### src/rtl/muldiv_unit.sv
// Iterative multiply/divide unit owning the HI/LO pair; one operand bit per clock,
// with sign fix-up in a final cycle, MTHI/MTLO writes, cancel and divide-by-zero flag.
//
// state  | meaning
// IDLE   | waiting for start; MTHI/MTLO write here
// RUN    | one shift-add / shift-subtract step per edge
// FIX    | sign correction and HI/LO write-back
module muldiv_unit #(
    parameter int WIDTH = 32
) (
    input  logic             clk,
    input  logic             reset,
    input  logic             start,
    input  logic [2:0]       op,
    input  logic [WIDTH-1:0] a,
    input  logic [WIDTH-1:0] b,
    input  logic             cancel,
    output logic             busy,
    output logic             done,
    output logic             div_zero,
    output logic [WIDTH-1:0] hi,
    output logic [WIDTH-1:0] lo
);

    localparam int CW = $clog2(WIDTH);
    localparam int W2 = 2 * WIDTH;

    typedef enum logic [1:0] {
        S_IDLE = 2'd0,
        S_RUN  = 2'd1,
        S_FIX  = 2'd2
    } state_t;

    state_t           state_q, state_d;
    logic             is_div_q, is_div_d;
    logic             sa_q, sa_d;
    logic             sb_q, sb_d;
    logic [WIDTH-1:0] ma_q, ma_d;
    logic [WIDTH-1:0] mb_q, mb_d;
    logic [W2-1:0]    acc_q, acc_d;
    logic [CW-1:0]    cnt_q, cnt_d;
    logic             dz_q, dz_d;
    logic [WIDTH-1:0] hi_q, hi_d;
    logic [WIDTH-1:0] lo_q, lo_d;
    logic             done_q, done_d;
    logic             div_zero_q, div_zero_d;

    function automatic logic [WIDTH-1:0] neg_w(input logic [WIDTH-1:0] x);
        return ~x + WIDTH'(1);
    endfunction

    // Operand magnitudes; negating the most-negative value wraps to 2^(WIDTH-1).
    logic             op_signed, a_neg, b_neg;
    logic [WIDTH-1:0] a_mag, b_mag;
    assign op_signed = (op == 3'd0) || (op == 3'd2);
    assign a_neg     = op_signed & a[WIDTH-1];
    assign b_neg     = op_signed & b[WIDTH-1];
    assign a_mag     = a_neg ? neg_w(a) : a;
    assign b_mag     = b_neg ? neg_w(b) : b;

    // Multiply: acc = {partial product, remaining multiplier bits}.
    logic [WIDTH:0]  mul_sum;
    logic [W2-1:0]   mul_next;
    assign mul_sum  = {1'b0, acc_q[W2-1:WIDTH]} + {1'b0, (acc_q[0] ? ma_q : '0)};
    assign mul_next = {mul_sum, acc_q[WIDTH-1:1]};

    // Divide: acc = {partial remainder, dividend bits shifting into quotient}.
    logic [WIDTH:0]   rem_sh;
    logic             div_ge;
    logic [WIDTH-1:0] rem_sub;
    logic [W2-1:0]    div_next;
    assign rem_sh   = {acc_q[W2-1:WIDTH], acc_q[WIDTH-1]};
    assign div_ge   = rem_sh >= {1'b0, mb_q};
    assign rem_sub  = rem_sh[WIDTH-1:0] - mb_q;
    assign div_next = div_ge ? {rem_sub, acc_q[WIDTH-2:0], 1'b1}
                             : {rem_sh[WIDTH-1:0], acc_q[WIDTH-2:0], 1'b0};

    logic             neg_res;
    logic [W2-1:0]    prod_fix;
    logic [WIDTH-1:0] quo_fix, rem_fix, a_raw;
    assign neg_res  = sa_q ^ sb_q;
    assign prod_fix = neg_res ? (~acc_q + W2'(1)) : acc_q;
    assign quo_fix  = neg_res ? neg_w(acc_q[WIDTH-1:0]) : acc_q[WIDTH-1:0];
    assign rem_fix  = sa_q ? neg_w(acc_q[W2-1:WIDTH]) : acc_q[W2-1:WIDTH];
    assign a_raw    = sa_q ? neg_w(ma_q) : ma_q;

    always_comb begin
        state_d    = state_q;
        is_div_d   = is_div_q;
        sa_d       = sa_q;
        sb_d       = sb_q;
        ma_d       = ma_q;
        mb_d       = mb_q;
        acc_d      = acc_q;
        cnt_d      = cnt_q;
        dz_d       = dz_q;
        hi_d       = hi_q;
        lo_d       = lo_q;
        done_d     = 1'b0;
        div_zero_d = 1'b0;

        case (state_q)
            S_IDLE: begin
                if (start) begin
                    case (op)
                        3'd4: hi_d = a;
                        3'd5: lo_d = a;
                        3'd0, 3'd1, 3'd2, 3'd3: begin
                            is_div_d = op[1];
                            sa_d     = a_neg;
                            sb_d     = b_neg;
                            ma_d     = a_mag;
                            mb_d     = b_mag;
                            cnt_d    = CW'(WIDTH - 1);
                            acc_d    = op[1] ? {{WIDTH{1'b0}}, a_mag} : {{WIDTH{1'b0}}, b_mag};
                            if (op[1] && (b == '0)) begin
                                dz_d    = 1'b1;
                                state_d = S_FIX;
                            end else begin
                                dz_d    = 1'b0;
                                state_d = S_RUN;
                            end
                        end
                        default: ;
                    endcase
                end
            end
            S_RUN: begin
                if (cancel) begin
                    state_d = S_IDLE;
                end else begin
                    acc_d = is_div_q ? div_next : mul_next;
                    if (cnt_q == '0) state_d = S_FIX;
                    else             cnt_d   = cnt_q - CW'(1);
                end
            end
            S_FIX: begin
                state_d = S_IDLE;
                if (!cancel) begin
                    done_d     = 1'b1;
                    div_zero_d = dz_q;
                    if (!is_div_q) begin
                        {hi_d, lo_d} = prod_fix;
                    end else if (dz_q) begin
                        hi_d = a_raw;
                        lo_d = '1;
                    end else begin
                        hi_d = rem_fix;
                        lo_d = quo_fix;
                    end
                end
            end
            default: state_d = S_IDLE;
        endcase
    end

    always_ff @(posedge clk or negedge reset) begin
        if (!reset) begin
            state_q    <= S_IDLE;
            is_div_q   <= 1'b0;
            sa_q       <= 1'b0;
            sb_q       <= 1'b0;
            ma_q       <= '0;
            mb_q       <= '0;
            acc_q      <= '0;
            cnt_q      <= '0;
            dz_q       <= 1'b0;
            hi_q       <= '0;
            lo_q       <= '0;
            done_q     <= 1'b0;
            div_zero_q <= 1'b0;
        end else begin
            state_q    <= state_d;
            is_div_q   <= is_div_d;
            sa_q       <= sa_d;
            sb_q       <= sb_d;
            ma_q       <= ma_d;
            mb_q       <= mb_d;
            acc_q      <= acc_d;
            cnt_q      <= cnt_d;
            dz_q       <= dz_d;
            hi_q       <= hi_d;
            lo_q       <= lo_d;
            done_q     <= done_d;
            div_zero_q <= div_zero_d;
        end
    end

    assign busy     = (state_q != S_IDLE);
    assign done     = done_q;
    assign div_zero = div_zero_q;
    assign hi       = hi_q;
    assign lo       = lo_q;

endmodule

### config.mk
export PLATFORM = sky130hd
export DESIGN_NAME = muldiv_unit
export DESIGN_NICKNAME = d
export VERILOG_FILES = /design/src/rtl/muldiv_unit.sv
export SDC_FILE = /design/constraint.sdc
export NUM_CORES = 1
export LEC_CHECK = 0
export CAP_MARGIN = 0
export CORE_MARGIN = 2
export CORE_UTILIZATION = 59
export CTS_CLUSTER_DIAMETER = 60
export DETAILED_ROUTE_END_ITERATION = 12
export HOLD_SLACK_MARGIN = 0.05
export PLACE_DENSITY = 0.8
export SLEW_MARGIN = 30
export SYNTH_ARGS = -nofsm -noshare
export SYNTH_HDL_FRONTEND = slang
export SYNTH_SLANG_ARGS = --single-unit
### constraint.sdc
create_clock -name clk -period 3.6 [get_ports clk]
set_input_delay 0.54 -clock clk [delete_from_list [all_inputs] [get_ports clk]]
set_output_delay 0.54 -clock clk [all_outputs]
set_load 0.02 [all_outputs]
### Yosys cells after proc, flatten, opt, wreduce, memory -nomap -nowiden

Index checks and enable logic that the tools add are counted.

* add/sub/neg operators: 9
* magnitude comparators: 1
* equality and inequality tests: 15
* muxes and demuxes: 42
* bitwise operators: 9
* reduce and logical (&&, ||, !) cells: 16

Operators with widths (count)
* 2-to-1 mux 32 bit: 17
* 2-to-1 mux 64 bit: 6
* adder 32 x 1 -> 32 bit, second input constant: 5
* NOT 32 bit: 5
* one-hot mux 32 bit (2 select lines): 2
* one-hot mux 64 bit (2 select lines): 1
* adder 64 x 1 -> 64 bit, second input constant: 1
* NOT 64 bit: 1
* adder 32 x 32 -> 33 bit: 1
* greater-or-equal comparator 33 x 32 -> 1 bit: 1
* zero test 32 bit: 1
* subtractor 32 bit: 1
* 2-to-1 mux 5 bit: 4
* AND reduction 4 bit: 3
* 2-to-1 mux 2 bit: 5
* one-hot mux 5 bit (2 select lines): 1
* != test 2 bit, second input constant: 4
* == test 3 x 2 -> 1 bit, second input constant: 2
* == test 3 bit, second input constant: 2
* != test 2 x 1 -> 1 bit, second input constant: 3
* AND reduction 3 bit: 2
* nonzero test 2 bit: 3
* zero test 5 bit: 1
* 2-to-1 mux 1 bit: 5
* 14 further kinds: 15

* register bits after elaboration: 205
* bits of input ports: 71
* output and inout bits: 67
* logic and storage cells: 105

### Depth between registers and ports, before layout

* depth in word-level cells: 8
* mapped depth: 14
* mapped depth without buffers: 13

### Worst setup path before layout

Ideal clock, no wire load.

* kind: register -> register
* start point: reg acc_q[0]
* end point: reg acc_q[63]
* library setup time: 0.088 ns
* arrival: 3.173 ns
* required time: 3.512 ns
* path slack: 0.338 ns
* cell stages (with the launch flop): 15
* path buffers: 1
* period minus slack after synthesis: 3.262 ns
* cell sequence: dfrtp_1 -> clkbuf_1 -> inv_1 -> nor2_1 -> ha_1 -> inv_1 -> fa_1 -> nor2b_1 -> o2111ai_1 -> a31oi_1 -> a21oi_1 -> o41ai_1 -> a31oi_1 -> o31a_1 -> a41oi_1

* word-level cells in the longest chain between the ends: 5

Ends and longest elaborated chain
* start: declaration: RTL line 40 `logic [W2-1:0] acc_q, acc_d;`
* start signal: assignment: RTL line 165 `acc_q <= '0;`
* start signal: assignment: RTL line 179 `acc_q <= acc_d;`
* 2-to-1 mux 32 bit: RTL line 64 `assign mul_sum = {1'b0, acc_q[W2-1:WIDTH]} + {1'b0, (acc_q[0] ? ma_q : '0)};`
* adder 32 x 32 -> 33 bit: RTL line 64
* 2-to-1 mux 64 bit: RTL line 132 `acc_d = is_div_q ? div_next : mul_next;`
* 2-to-1 mux 64 bit: RTL line 129 `if (cancel) begin`
* one-hot mux 64 bit (2 select lines): RTL line 102 `case (state_q)`

Every way passes these cells. The select of a mux whose other input is x is not followed.
A chain may end at the register's enable or synchronous reset.

### Worst setup path in the final report

* start point: reg acc_q[6]
* end point: reg hi_q[8] (netlist: hi[8])

* word-level cells in the longest chain between the ends: 6

Ends and longest elaborated chain
* NOT 64 bit: RTL line 82 `assign prod_fix = neg_res ? (~acc_q + W2'(1)) : acc_q;`
* adder 64 x 1 -> 64 bit: RTL line 82
* 2-to-1 mux 64 bit: RTL line 82
* 2-to-1 mux 32 bit: RTL line 142 `if (!is_div_q) begin`
* 2-to-1 mux 32 bit: RTL line 139 `if (!cancel) begin`
* one-hot mux 32 bit (2 select lines): RTL line 102
* end signal: assignment: RTL line 182 `hi_q <= hi_d;`
* end: declaration: RTL line 43 `logic [WIDTH-1:0] hi_q, hi_d;`

Every way passes these cells. The select of a mux whose other input is x is not followed.

==> summary.md <==
| Metric | Value |
|---|---|
| Status | `completed` |
| Die ar. | `0.03197 mm^2` |
| Area after DPL | `0.02040 mm^2` |
| IO Pins | `138` |
| CP max FO | `10` |
| Largest net degree at the start of global routing | `83` |
| Max transition margin | `0.3918` |
| Setup-failing EPs final | `0` |
| Final period utilization | `0.9575` |
| Top cell type by total area after synthesis | `dfrtp_1` |
| Post-DP HPWL | `56870 um` |
| Area contributors post-synth | `dfrtp_1 (28%), o21ai_0 (7.3%), xnor2_1 (6.4%), nand2_1 (6.2%), ha_1 (4.9%)` |
| Final Cell Area | `0.02128 mm^2` |
| Worst hold slack | `0.03388 ns` |
| Cell Rows | `64` |
| CTS max path bufs | `3` |
| Initial antenna violation count | `0` |
| Routed Antenna Nets | `0` |
| Worst setup EP type | `flop` |
| Core box area | `0.03035 mm^2` |
| Gp weighted congestion | `1.049` |
| Synth top area share | `0.2845` |
| Starting density of the core | `0.5940` |
| Req. time, crit path | `4.02 ns` |
| Pwr Density | `782.0 mW/mm^2` |
| Min cycle time layout | `3.447 ns` |
| Total grt overflow | `0` |
| Reg-to-Reg Start | `acc_q[6]` |
| Maxcap violations | `0` |
| Cts bufs inserted | `26` |
| Final #Nets | `2626` |
| Synth Cell Area | `0.01803 mm^2` |
| Post-Syn Nets | `2484` |
| Fin util | `0.7012` |
| Seq. cell area | `0.005132 mm^2` |
| Via Count | `19770` |
| Final hold viol count | `0` |
| Async SR Flop Fraction | `1.000` |
| Post-cts gate resize count | `0` |
| Final max-slew violation count | `0` |
| Crit Path Category | `reg2reg` |
| Max IR drop VDD | `0.5798 mV` |
| DRT Wirelength | `72970 um` |
| Gate Count Post-Synth | `2340` |
| Most common cell in the netlist | `nand2_1` |
| Syn. warnings | `0` |
| Share of cells above drive strength 1 | `0.09244` |
| Prevailing post-synth register cell | `dfrtp_1` |
| # Post-CTS Setup Buffers | `0` |
| Clk_skew | `0.02266 ns` |
| Clk pin slew, worst setup/hold paths | `0.06 ns` |
| Clock root buffer | `clkbuf_16` |
| Vias per inst | `6.828` |
| Filler Cell Count | `2454` |
| Vias in the first global route | `18170` |
| Critical Path AT | `3.87 ns` |
| Die W | `178.8 um` |
| Leakage Power | `9.006 nW` |
| Synth Register Bits | `205` |
| Maximum level of the CTS H-tree | `1` |
| DRT Pass-1 Iters | `6` |
| TNS Setup | `0 ns` |
| Area growth syn-to-layout | `18.04%` |
| CTS tree | `done` |
| FF-to-FF setup slack | `0.15 ns` |
| Clk Latency, worst-skew pair | `0.57 ns` |
| Port-buffer cells | `137` |
| Global-route wire length before repair | `107500 um` |
| Reg2Reg Depth | `8` |
| Commonest cells in the netlist | `nand2_1 (297), o21ai_0 (264), dfrtp_1 (205)` |
| All-Layer GR Usage | `0.4468` |
| Multi-input gate area in the final layout | `0.01201 mm^2` |
| Register area share after synthesis | `0.2845` |
| Clk sink count | `205` |
| Critical path startpoint category | `flop` |
| Tot Pwr | `16.64 mW` |
| RSZ-0062 raised after global routing | `false` |
| EDFF count, synth | `0` |
| Synth cell types | `80` |
| Worst min path class | `in2async` |
| Mean area per synthesized cell | `7.705 um^2` |
| Die Y | `178.8 um` |
| Initial DRC Count | `2856` |
| Reg2reg end | `hi[8]` |
| DR WL/cell | `25.20 um` |
| Drc violations | `0` |
| Max Clock Freq | `0.2901 GHz` |
| Hold buffer count at cts | `0` |
| Worst-Margin Slew | `0.9068 ns` |
[worst max-delay path: stages, from the launching register on]
cell	delay, ns
dfrtp_1	0.44
or4_1	0.70
nor4_2	0.51
nand4_1	0.29
buf_4	0.29
o41ai_1	0.40
xnor2_1	0.10
o21ai_0	0.37
o221ai_1	0.19
[report_power, final]
part / internal [mW] / switching [mW]
Sequential: 2.95 / 0.791
Clock: 1.57 / 1.13
Combinational: 3.99 / 6.22
[area by class of cell]
type / count / share of cell area
diodes: 1 / 0.0001176
clock buffers: 35 / 0.03404
clock inverters: 10 / 0.006820
inverters: 83 / 0.01464
multi-input cells: 1888 / 0.5644
flip-flops and latches: 205 / 0.2412
well taps: 396 / 0.02328
repair buffers: 278 / 0.1155
[metal layers]
metal / track usage / vias up / wire length, um
met5: 0 / - / 0
met4: 0.2510 / 0 / 5111
met3: 0.09584 / 344 / 8087
met2: 0.6721 / 1430 / 31430
met1: 0.5959 / 9272 / 28350
li1: - / 8727 / -
[how the worst max path moves through the flow]
stage | from | to | slack [ns] | cells past startpoint
6_report | acc_q[6] | hi[8] | 0.15 | 8
3_3_place_gp | a[11] | acc_q[27] | 0.02 | 8
2_1_floorplan | acc_q[0] | acc_q[63] | 0.34 | 14
4_1_cts | ma_q[0] | acc_q[63] | 0.23 | 14
3_5_place_dp | a[11] | acc_q[25] | -0.02 | 9
5_1_grt | mb_q[20] | acc_q[59] | 0.04 | 11
[kinds of logic after synthesis]
kind of cell    share of synthesized area
flops                              0.2845
fa+ha+maj                         0.05150
simple gates                       0.2048
mux                               0.04317
xor+xnor                           0.1088
compound gates                     0.2541
buf+inv                           0.05302
[metrics by stage]
stage,setup WS [ns],std cells
after floorplan,0.3385,2340
after detailed placement,-0.02054,2850
after CTS,0.2323,2895
final,0.1531,2896
after global placement,0.01542,2850
after global routing,0.04042,2895
[state kept, by name (all words and copies together), names as in the netlist]
register,flops
hi,32
div_zero,1
cnt_q,5
mb_q,32
lo,32
is_div_q,1
acc_q,64
sa_q,1
ma_q,32
state_q,2
sb_q,1
done,1
dz_q,1
[placed cells by master (no fill, tap or decap), drive strengths merged, types with 30 or more instances in the layout]
cell type	Yosys	routed
nand2	297	297
o21ai	271	271
dfrtp	205	205
nor2	168	168
a21oi	163	163
buf	17	141
clkdlybuf4s50	0	136
xnor2	132	132
xor2	92	92
inv	82	85
mux2i	71	71
ha	71	71
nor3	55	55
and2	40	40
clkbuf	147	36
o22ai	34	34
o31ai	33	33
nand3	31	31
or3	30	30
Power figures use the tool's default switching activity.
